==> src/rtl/processor_pkg.sv <==
// Shared definitions for the 29-bit processor: opcodes, instruction fields,
// forward-mux encodings and hazard FSM states.
package processor_pkg;

    localparam int INSTR_W = 29;
    localparam int OP_HI   = 28;
    localparam int OP_LO   = 24;
    localparam int DST_HI  = 23;
    localparam int DST_LO  = 16;
    localparam int S1_HI   = 15;
    localparam int S1_LO   = 8;
    localparam int S2_HI   = 7;
    localparam int S2_LO   = 0;

    typedef logic [4:0] opcode_t;
    localparam opcode_t OP_NOP  = 5'd0;
    localparam opcode_t OP_ADD  = 5'd1;
    localparam opcode_t OP_SUB  = 5'd2;
    localparam opcode_t OP_AND  = 5'd3;
    localparam opcode_t OP_OR   = 5'd4;
    localparam opcode_t OP_ADDI = 5'd5;
    localparam opcode_t OP_JMP  = 5'd6;

    typedef logic [1:0] fwd_sel_t;
    localparam fwd_sel_t FWD_RF   = 2'b00;
    localparam fwd_sel_t FWD_WB   = 2'b01;
    localparam fwd_sel_t FWD_WBUS = 2'b10;

    typedef enum logic [1:0] {
        ST_RUN   = 2'd0,
        ST_STALL = 2'd1,
        ST_FLUSH = 2'd2
    } hz_state_e;

    typedef struct packed {
        logic       vld;
        logic [7:0] addr;
    } pend_t;

    typedef struct packed {
        logic rd1;
        logic rd2;
        logic wr;
        logic jmp;
    } dec_t;

endpackage

==> src/rtl/hazard_decode.sv <==
// Opcode classifier: which register fields an instruction reads/writes and
// whether it is a jump. Shared with the control unit.
module hazard_decode
    import processor_pkg::*;
(
    input  opcode_t opcode,
    output dec_t    dec
);

    always_comb begin
        dec = '0;
        case (opcode)
            OP_ADD, OP_SUB, OP_AND, OP_OR: dec = '{rd1: 1'b1, rd2: 1'b1, wr: 1'b1, jmp: 1'b0};
            OP_ADDI:                       dec = '{rd1: 1'b1, rd2: 1'b0, wr: 1'b1, jmp: 1'b0};
            OP_JMP:                        dec = '{rd1: 1'b0, rd2: 1'b0, wr: 1'b0, jmp: 1'b1};
            default:                       dec = '0;
        endcase
    end

endmodule

==> src/rtl/hazard_ctrl.sv <==
// RAW hazard controller for the ID stage: forwards from WB/write bus or stalls,
// and flushes the wrong-path fetch after a jump.
module hazard_ctrl
    import processor_pkg::*;
#(
    parameter bit FWD_EN = 1'b1,
    parameter int CNT_W  = 16
) (
    input  logic               in_clk,
    input  logic               in_rst,
    input  logic [28:0]        in_instr,
    input  logic               in_instr_valid,
    output logic               out_pc_en,
    output logic               out_bubble,
    output logic               out_flush,
    output logic [1:0]         out_fwd_sel_1,
    output logic [1:0]         out_fwd_sel_2,
    output logic [CNT_W-1:0]   out_stall_cnt
);

    hz_state_e  state, state_nxt;
    logic [1:0] cnt, cnt_nxt;
    pend_t      ent_e, ent_w;
    dec_t       dec_raw, dec;
    logic       live;
    logic [7:0] src1, src2;
    logic       m1_e, m2_e, m1_w, m2_w, hit_e, hit_w;

    hazard_decode u_dec (
        .opcode (in_instr[OP_HI:OP_LO]),
        .dec    (dec_raw)
    );

    // Reset is folded in so a jump sitting in ID cannot raise flush while held in reset.
    assign live = in_instr_valid && in_rst && (state != ST_FLUSH);
    assign dec  = live ? dec_raw : '0;
    assign src1 = in_instr[S1_HI:S1_LO];
    assign src2 = in_instr[S2_HI:S2_LO];

    assign m1_e  = dec.rd1 && ent_e.vld && (ent_e.addr == src1);
    assign m2_e  = dec.rd2 && ent_e.vld && (ent_e.addr == src2);
    assign m1_w  = dec.rd1 && ent_w.vld && (ent_w.addr == src1);
    assign m2_w  = dec.rd2 && ent_w.vld && (ent_w.addr == src2);
    assign hit_e = m1_e || m2_e;
    assign hit_w = m1_w || m2_w;

    always_comb begin
        state_nxt     = state;
        cnt_nxt       = cnt;
        out_pc_en     = 1'b1;
        out_bubble    = 1'b0;
        out_flush     = 1'b0;
        out_fwd_sel_1 = FWD_RF;
        out_fwd_sel_2 = FWD_RF;
        case (state)
            ST_RUN: begin
                if (!FWD_EN && hit_e) begin
                    out_pc_en  = 1'b0;
                    out_bubble = 1'b1;
                    state_nxt  = ST_STALL;
                    cnt_nxt    = 2'd1;
                end else if (!FWD_EN && hit_w) begin
                    out_pc_en  = 1'b0;
                    out_bubble = 1'b1;
                end else if (dec.jmp) begin
                    out_flush = 1'b1;
                    state_nxt = ST_FLUSH;
                end
            end
            ST_STALL: begin
                out_pc_en  = 1'b0;
                out_bubble = 1'b1;
                if (cnt <= 2'd1) begin
                    state_nxt = ST_RUN;
                    cnt_nxt   = 2'd0;
                end else begin
                    cnt_nxt = cnt - 2'd1;
                end
            end
            ST_FLUSH: state_nxt = ST_RUN;
            default:  state_nxt = ST_RUN;
        endcase
        // E holds the younger result, so it wins over W.
        if (FWD_EN) begin
            out_fwd_sel_1 = m1_e ? FWD_WB : (m1_w ? FWD_WBUS : FWD_RF);
            out_fwd_sel_2 = m2_e ? FWD_WB : (m2_w ? FWD_WBUS : FWD_RF);
        end
    end

    always_ff @(posedge in_clk or negedge in_rst) begin
        if (!in_rst) begin
            state         <= ST_RUN;
            cnt           <= 2'd0;
            ent_e         <= '0;
            ent_w         <= '0;
            out_stall_cnt <= '0;
        end else begin
            state     <= state_nxt;
            cnt       <= cnt_nxt;
            ent_w     <= ent_e;
            ent_e.vld <= dec.wr && !out_bubble;
            ent_e.addr <= in_instr[DST_HI:DST_LO];
            if (out_bubble && !(&out_stall_cnt))
                out_stall_cnt <= out_stall_cnt + 1'b1;
        end
    end

endmodule

==> config.mk <==
export PLATFORM = sky130hd
export DESIGN_NAME = hazard_ctrl
export DESIGN_NICKNAME = d
export VERILOG_FILES = /design/src/rtl/processor_pkg.sv /design/src/rtl/hazard_decode.sv /design/src/rtl/hazard_ctrl.sv
export SDC_FILE = /design/constraint.sdc
export NUM_CORES = 1
export LEC_CHECK = 0
export BUFFER_PORTS_ARGS = -buffer_cell sky130_fd_sc_hd__buf_4
export CAP_MARGIN = 20
export CORE_MARGIN = 5
export CORE_UTILIZATION = 35
export CTS_CLUSTER_DIAMETER = 200
export DETAILED_ROUTE_END_ITERATION = 7
export GPL_TIMING_DRIVEN = 0
export PLACE_DENSITY = 0.75
export SYNTH_ARGS = -nofsm -noshare
export SYNTH_HDL_FRONTEND = slang
export SYNTH_SLANG_ARGS = --single-unit
==> constraint.sdc <==
create_clock -name in_clk -period 1.8 [get_ports in_clk]
set_input_delay 0.18 -clock in_clk [delete_from_list [all_inputs] [get_ports in_clk]]
set_output_delay 0.18 -clock in_clk [all_outputs]
set_load 0.02 [all_outputs]
==> run_results.csv <==
group,metric,value,unit
clock_tree,cts_tree,"built",
worst_hold_path,min_from,"in_instr[24]",
logic_synthesis,syn_area,1082,sq um
critical_path,critPathArrivalTime,1720,ps
pwr,irDropWorstVdd,0.4994,mV
clock_tree,root_buffer,"clkbuf_4",
worst_hold_path,whs_path_depth,2,
sta,rsz0062_at_grt,"true",
sta,fin_crit,1900,ps
critical_path,cp_max_fo,2,
drt,vias,850,
global_route,grt_pass1_wl,3829,um
die,dieArea,4305,sq um
clock_tree,htree_levels,1,
logic_synthesis,ys_seq_area_share,43.93,%
sta,maxSlewHeadroom,43.51,%
place,placed_area,1454,sq um
clock_tree,cts.sinks,19,
pwr,p_switching,254.6,uW
worst_hold_path,worstHoldEndpoint,"state[1]",
die,rows,20,
final_layout,final_layout_size_suffix_gt1_share,41.92,%
die,fp.coreArea,3003,sq um
pwr,internal_power,668.9,uW
status,violations,"negative setup slack",
drt,drt_iter0_drc,5,
drt,viasPerCell,4.250,
critical_path,reg2reg_to,"ent_e[8]",
status,status,"complete, but fails checks",
place,dp_cells,185,
final_layout,area_growth,52.02,%
global_route,grt_use_total,11.46,%
critical_path,required,1620,ps
die,start_util,36.04,%
critical_path,startpoint_type,"flip-flop",
final_layout,num_antenna_cells,0,
pwr,p_leak,0.0007827,uW
drt,drc,0,
place,hpwl,1918,um
global_route,grt_max_degree,20,
global_route,overflow,0,
sta,fin_crit_sh,105.5,%
logic_synthesis,yosys_register_bits,19,
pwr,power,923.6,uW
place,io_buffers,36,
drt,dr.pass1.iters,2,
clock_tree,clk_path_buf_depth,2,
die,die_h,65.61,um
clock_tree,clk_latency,290,ps
final_layout,final_cell_area,1645,sq um
sta,hold_violations,0,
pwr,p_comb_share,27.0,%
pwr,power_frac_clock,22.6,%
logic_synthesis,avgSynthCellArea,10.82,sq um
drt,routedWlPerCell,12.16,um
critical_path,worst-setup-path-type,"flip-flop to output port",
critical_path,regToRegSetupSlack,820,ps
flow_run,drv_cap,0,
sta,worstMarginPinSlew,844.5,ps
global_route,antenna_found_initial,0,
logic_synthesis,yosys_warnings,0,
sta,setup_viol_count_final,3,
place,place_congestion,0.7909,
clock_tree,numCtsBuffers,3,
critical_path,rr_startpoint,"state[1]",
critical_path,ff2ff_path_depth,3,
sta,fmax,0.5264,GHz
worst_hold_path,hold_path_class,"input port to flip-flop",
die,die-width,65.61,um
final_layout,nNetsFinal,200,
critical_path,end_kind,"output port",
global_route,first_global_vias,918,
pwr,netSwitchingFraction,27.57,%
clock_tree,cts.clk_slew.worst_paths,110,ps
pwr,p_per_area,561.3,nW/um^2
sta,hold_slack,59.55,ps
logic_synthesis,synth.distinct_cells,18,
pwr,p_seq_share,50.4,%
drt,wl,2432,um
drt,ant_nets,0,
final_layout,finalNonFillerCells,200,
sta,finalMaxSlewViolations,0,
die,ios,55,
sta,fin_skew,0.4260,ps
logic_synthesis,syn_inst,100,
sta,worst_slack,-99.62,ps
-- cell usage in the layout, fill, tap and decap left out --
| cell | count |
|---|---|
| nor4_1 | 1 |
| nor4b_2 | 1 |
| xor2_2 | 1 |
| nor2_1 | 1 |
| nor4_2 | 3 |
| nor3_2 | 1 |
| clkbuf_1 | 1 |
| nand3_1 | 3 |
| buf_4 | 55 |
| clkbuf_4 | 3 |
| nor3b_1 | 2 |
| nand2_1 | 5 |
| xnor2_2 | 2 |
| xor2_1 | 14 |
| o21ai_0 | 1 |
| dlygate4sd3_1 | 9 |
| conb_1 | 18 |
| and2b_1 | 1 |
| or3_1 | 1 |
| dfrtp_1 | 19 |
| nor3_1 | 1 |
| nor4_4 | 1 |
| nand4_1 | 4 |
| buf_6 | 3 |
| xnor2_1 | 15 |
| inv_1 | 1 |
-- cell usage after synthesis --
cell,count,area share [%]
inv_1,1,0.35
nand2_1,5,1.7
nor3b_1,2,1.4
buf_4,20,14
xnor2_1,17,14
o21ai_0,1,0.46
or3_1,1,0.58
nor4_1,3,1.7
nor2_1,1,0.35
and2b_1,1,0.69
nor4_2,2,2.3
nor4b_2,1,1.4
dfrtp_1,19,44
nor3_1,2,0.92
xor2_1,15,12
conb_1,2,0.69
nand4_1,4,2.3
nand3_1,3,1.4
-- state kept, by name (all words and copies together), names as in the netlist --
| register | count |
|---|---|
| ent_e | 9 |
| ent_w | 9 |
| state | 1 |
-- how the worst max path moves through the flow --
stage	from	end	slack (ps)	cells past startpoint
final	ent_w[2]	out_fwd_sel_2[1]	-100	5
after global routing	ent_w[2]	out_fwd_sel_2[1]	-200	5
after CTS	ent_w[1]	out_fwd_sel_2[1]	-110	5
after floorplan	ent_w[1]	out_fwd_sel_1[1]	50	4
after global placement	ent_e[6]	out_fwd_sel_2[0]	150	6
after detailed placement	in_rst	out_fwd_sel_1[1]	110	6
-- cells by family after synthesis --
logic type | Yosys count | share of synthesized area [%]
xor+xnor | 32 | 25.90
buf+inv | 21 | 14.22
other cells | 2 | 0.6939
compound gates | 1 | 0.4620
flops | 19 | 43.93
simple gates | 25 | 14.80
-- cell type report --
class | count | area, sq um
inverters | 1 | 3.754
repair buffers | 49 | 401.6
clock buffers | 4 | 26.28
plain buffers | 18 | 135.1
fillers | 272 | 1358
well taps | 33 | 41.29
flip-flops and latches | 19 | 475.5
multi-input cells | 76 | 561.8
-- critical path, cell delays in order, from the launching register on --
cell	delay, ps
dfrtp_1	410
xor2_1	150
nor4_2	300
nand4_1	150
nor4b_2	240
buf_4	180
-- power by group through the flow --
stage	registers, uW	logic, uW	clock network [uW]
finish	465	249	209
global route	468	272	239
CTS	465	240	218
detailed placement	473	213	0
global placement	472	209	0
floorplan	470	128	0
-- metal layers --
metal,vias up,share of wire (%),GRT usage [%]
li1,421,-,-
met3,0,7.4,2.393
met5,-,0,0
met1,392,39,13.07
met4,0,0,2.332
met2,37,54,21.74
-- through the flow --
stage	setup slack [ps]	TNS, ps	util [%]
6_report	-99.62	-140.8	54.79
4_1_cts	-110.2	-264.6	53.83
5_1_grt	-196.5	-529.2	54.79
3_3_place_gp	151.1	0	48.42
2_1_floorplan	46.94	0	-
3_5_place_dp	114.9	0	48.42
-- repair_timing --
item / 4_1_cts / 5_1_grt
hold endpoints to repair: 27 / 0
hold buffers: 9 / 0
buffers inserted: 2 / 2
pin swaps: 7 / 7
resized for setup: 5 / 5
endpoints found under the setup margin: 4 / 4
Note: power is estimated with default switching activity, not from simulation.
